**src/rtl/and_or_pipe.sv**
```systemverilog
// Parameterised AND-OR / OR-AND / AND-XOR / bypass reduction over TERMS operand
// lanes, followed by a STAGES-deep enable-gated pipeline and a saturating hit counter.
module and_or_pipe #(
    parameter int WIDTH  = 8,
    parameter int TERMS  = 2,
    parameter int STAGES = 2
) (
    input  logic                   clk,
    input  logic                   rst,
    input  logic                   en,
    input  logic                   in_valid,
    input  logic [1:0]             mode,
    input  logic [TERMS*WIDTH-1:0] a,
    input  logic [TERMS*WIDTH-1:0] b,
    input  logic                   clr_cnt,
    output logic [WIDTH-1:0]       f,
    output logic                   out_valid,
    output logic [15:0]            hit_cnt
);

    localparam logic [15:0] CNT_MAX = 16'hFFFF;

    logic [WIDTH-1:0]              w_result;
    logic [STAGES-1:0][WIDTH-1:0]  w_stage_d;
    logic [STAGES-1:0]             w_stage_v;
    logic                          w_hit;
    logic [STAGES-1:0][WIDTH-1:0]  r_data;
    logic [STAGES-1:0]             r_vld;
    logic [15:0]                   r_hit_cnt;

    // Lane reduction selected by mode; TERMS=1 degenerates to a single a_0/b_0 term.
    always_comb begin
        w_result = {WIDTH{1'b0}};
        case (mode)
            2'b00: begin
                for (int i = 0; i < TERMS; i++)
                    w_result = w_result | (a[i*WIDTH +: WIDTH] & b[i*WIDTH +: WIDTH]);
            end
            2'b01: begin
                w_result = {WIDTH{1'b1}};
                for (int i = 0; i < TERMS; i++)
                    w_result = w_result & (a[i*WIDTH +: WIDTH] | b[i*WIDTH +: WIDTH]);
            end
            2'b10: begin
                for (int i = 0; i < TERMS; i++)
                    w_result = w_result ^ (a[i*WIDTH +: WIDTH] & b[i*WIDTH +: WIDTH]);
            end
            2'b11: begin
                w_result = a[WIDTH-1:0];
            end
            default: begin
                w_result = {WIDTH{1'b0}};
            end
        endcase
    end

    // Next-value of every stage: stage 0 takes the fresh result, later stages shift.
    always_comb begin
        w_stage_d[0] = w_result;
        w_stage_v[0] = in_valid;
        for (int s = 1; s < STAGES; s++) begin
            w_stage_d[s] = r_data[s-1];
            w_stage_v[s] = r_vld[s-1];
        end
    end

    // A hit is judged on what the final stage is about to load, not what it holds.
    assign w_hit = w_stage_v[STAGES-1] && (w_stage_d[STAGES-1] != {WIDTH{1'b0}});

    // Pipeline registers; en=0 freezes everything.
    always_ff @(posedge clk or negedge rst) begin
        if (!rst) begin
            r_data <= {(STAGES*WIDTH){1'b0}};
            r_vld  <= {STAGES{1'b0}};
        end else if (en) begin
            r_data <= w_stage_d;
            r_vld  <= w_stage_v;
        end
    end

    // Saturating hit counter; clear takes priority and is itself gated by en.
    always_ff @(posedge clk or negedge rst) begin
        if (!rst) begin
            r_hit_cnt <= 16'd0;
        end else if (en) begin
            if (clr_cnt)
                r_hit_cnt <= 16'd0;
            else if (w_hit && (r_hit_cnt != CNT_MAX))
                r_hit_cnt <= r_hit_cnt + 16'd1;
        end
    end

    assign f         = r_data[STAGES-1];
    assign out_valid = r_vld[STAGES-1];
    assign hit_cnt   = r_hit_cnt;

endmodule

```
**config.mk**
```make
export PLATFORM = sky130hd
export DESIGN_NAME = and_or_pipe
export DESIGN_NICKNAME = d
export VERILOG_FILES = /design/src/rtl/and_or_pipe.sv
export SDC_FILE = /design/constraint.sdc
export NUM_CORES = 1
export LEC_CHECK = 0
export BUFFER_PORTS_ARGS = -buffer_cell sky130_fd_sc_hd__buf_4
export CELL_PAD_IN_SITES_DETAIL_PLACEMENT = 0
export CELL_PAD_IN_SITES_GLOBAL_PLACEMENT = 1
export CORE_MARGIN = 1.5
export CORE_UTILIZATION = 43
export CTS_BUF_LIST = sky130_fd_sc_hd__clkbuf_8
export DETAILED_ROUTE_END_ITERATION = 10
export GPL_ROUTABILITY_DRIVEN = 0
export PLACE_DENSITY = 0.83
export SYNTH_ARGS = -nofsm -noshare
export SYNTH_HDL_FRONTEND = slang
export SYNTH_SLANG_ARGS = --single-unit
```
**constraint.sdc**
```tcl
create_clock -name clk -period 4.5 [get_ports clk]
set_input_delay 0 -clock clk [delete_from_list [all_inputs] [get_ports clk]]
set_output_delay 0 -clock clk [all_outputs]
set_load 0.005 [all_outputs]
```
==> impl_metrics.json <==
{
  "clock_power_share_pct": 28.6,
  "setup_viol": 0,
  "syn_area_sq_um": 2310,
  "hold_violations": 0,
  "layout.nets": 352,
  "powerDensity_nw_per_um2": 286,
  "coreArea_sq_um": 5140,
  "r2r_slack_ps": 2120,
  "syn_avg_cell_area_sq_um": 8.98,
  "ys_ff_latch": 34,
  "regToRegEndpoint": "hit_cnt[5]",
  "viasPerCell": 5.66,
  "final_cell_mix": "64 x buf_4, 34 x dfrtp_1, 32 x nand2_1",
  "ant_nets": 0,
  "routed-wl-met3_um": 285,
  "final.setup.tns_ps": 0,
  "internal-power_uw": 577,
  "ys_types": 46,
  "crit_chain": "ha_1, nand4_1, or4_1, and4_4, a311o_1",
  "yosysWarningCount": 0,
  "hold_end": "hit_cnt[1]",
  "seq_area_frac_synth_pct": 36.9,
  "area_delta_synth_final_pct": 23.9,
  "switchingPower_uw": 241,
  "n_antenna_cell": 0,
  "portBuffers": 63,
  "m1WireLength_um": 2500,
  "antenna_found_initial": 0,
  "drv_cap": 0,
  "post-route-period-util_pct": 52.9,
  "routed_wl_um": 5340,
  "cts_tree": "yes",
  "grt_pass1_wl_um": 9410,
  "first_iter_violations": 128,
  "finalNonFillerCells": 375,
  "critPathArrivalTime_ps": 2550,
  "start_util_pct": 44.9,
  "cpMaxStageDelayCell": "or4_1",
  "cts_buffer_depth": 2,
  "clkLatencyLatePin_ps": 290,
  "max-slew-margin-rel_pct": 35.3,
  "finish.utilization_pct": 55.6,
  "routedWlPerCell_um": 14.2,
  "setup.worst_path.class": "reg -> reg",
  "cts_htree_levels": 2,
  "grtUsageTotal_pct": 19.5,
  "grt_max_degree": 35,
  "topRoutingLayerUsed": "met4",
  "grt_overflow": 0,
  "synth_top_area_share_pct": 36.9,
  "syn-num-nets": 305,
  "worstHoldStart": "clr_cnt",
  "synth_top_cells_by_area": "dfrtp_1 37%, nand2_1 5.2%, a211oi_1 4.9%",
  "maxSlewViolCount": 0,
  "cp_max_fo": 17,
  "cts_setup_buffers": 0,
  "hp-class": "in -> reg",
  "holdPathStages": 2,
  "r2r_cells": 5,
  "num_vias": 2122,
  "hold_buffers": 2,
  "route.met2.wl_um": 2490,
  "die_h_um": 76.3,
  "drcViolationCount": 0,
  "rsz0062_at_grt": "false",
  "p_leak_uw": 0.00128,
  "die_w_um": 76.3,
  "grt_pass1_vias": 2026,
  "cp-end-kind": "register",
  "path_clk_slew_ps": 70,
  "synth_top_cell_by_area": "dfrtp_1",
  "worstMarginPinSlew_ps": 962,
  "max_stage_delay_ps": 800,
  "ioPinCount": 64,
  "cts_resized": 0,
  "pwr-share-seq_pct": 47.5,
  "rows": 26,
  "clock_skew_ps": 9.94,
  "timing.rr.start": "hit_cnt[0]",
  "cp.required_ps": 4670,
  "dp.cells": 365,
  "syn_inst": 257,
  "cts_root_buffer": "clkbuf_8",
  "pwr-share-comb_pct": 23.9,
  "switching_share_pct": 29.5,
  "die_area_sq_um": 5810,
  "ir_drop_v": 0.000122,
  "layout_commonest_cell": "buf_4",
  "numCtsBuffers": 5,
  "fillCellCount": 504,
  "dp_hpwl_um": 3820,
  "worstSetupStartpointType": "register",
  "drt_first_pass_iters": 4,
  "max_freq_mhz": 420,
  "min_period_ps": 2380,
  "clock-sinks": 34,
  "status": "complete, no violations",
  "drive_gt1_share_pct": 28.5
}
-- power by group through the flow --
stage	clock network, uW	registers, uW	logic (uW)
final	234	389	196
after global routing	256	397	220
after CTS	242	389	198
after detailed placement	0	395	196
after global placement	0	392	195
after floorplan	0	385	116
-- worst max-delay path by stage --
stage / cells past startpoint / to / slack [ps] / start
global route: 5 / hit_cnt[12] / 1950 / hit_cnt[0]
CTS: 5 / hit_cnt[5] / 2120 / hit_cnt[0]
finish: 5 / hit_cnt[5] / 2120 / hit_cnt[0]
detailed placement: 5 / hit_cnt[5] / 2140 / hit_cnt[0]
floorplan: 6 / hit_cnt[5] / 2530 / hit_cnt[0]
global placement: 5 / hit_cnt[5] / 2170 / hit_cnt[0]
-- per-stage QoR --
stage / hold WS, ps / power [uW] / instance area (sq um) / worst slack (ps)
finish: 6.47 / 819 / 2860 / 2120
global route: 26.5 / 873 / 2860 / 1950
CTS: 6.91 / 830 / 2860 / 2120
detailed placement: -16.0 / 591 / 2750 / 2140
global placement: -17.2 / 587 / 2750 / 2170
floorplan: -296 / 500 / 2310 / 2530
-- metal layers --
metal / track usage, % / up-vias
met5: 0 / -
met4: 4.63 / 0
met3: 4.07 / 4
met2: 33.3 / 70
met1: 25.2 / 989
li1: - / 1059
-- final cells by class --
type	count	area, sq um	area share (%)
Timing Repair Buffer	66	500	17.5
Clock buffer	6	82.6	2.89
Sequential cell	34	851	29.8
Clock inverter	2	8.76	0.306
Tap cell	70	87.6	3.06
Inverter	8	30.0	1.05
Multi-Input combinational cell	189	1300	45.4
-- synthesized netlist by cell type (all sizes together) --
cell type	number
dfrtp	34
nand2	32
nor2	20
buf	16
a211oi	15
nand3	11
clkbuf	10
mux2	10
ha	9
nor2b	9
a21o	8
nand4	8
inv	7
o311ai	7
o32ai	7
and3	5
nor4	5
o211ai	5
nor3	4
a21oi	3
a31oi	3
and4	3
o221ai	3
a311o	2
a41o	2
mux2i	2
or3	2
or4	2
a21bo	1
a21boi	1
a221o	1
a22oi	1
a311oi	1
clkinv	1
nand2b	1
nor3b	1
o211a	1
o21a	1
o21ai	1
o311a	1
o41ai	1
-- cells by family (layout without fill, tap and decap cells) --
group / count (synthesis) / in the layout / synth area share, %
AND/OR/NAND/NOR: 103 / 103 / 22.3
multiplexers: 12 / 12 / 5.75
flip-flops: 34 / 34 / 36.9
adder cells (fa/ha/maj): 9 / 9 / 4.88
AO/OA/AOI/OAI: 65 / 65 / 23.0
buffers and inverters: 34 / 82 / 7.16
-- critical path: cells and delay by family, from the launching register on --
family	cells	cell delay, ps
simple gates	3	1280
flops	1	430
compound gates	1	300
fa+ha+maj	1	250
-- registers in the layout (all words and copies together) (netlist names) --
register	cells
r_vld	2
f	8
hit_cnt	16
r_data	8
(Power assumes the default switching activity.)
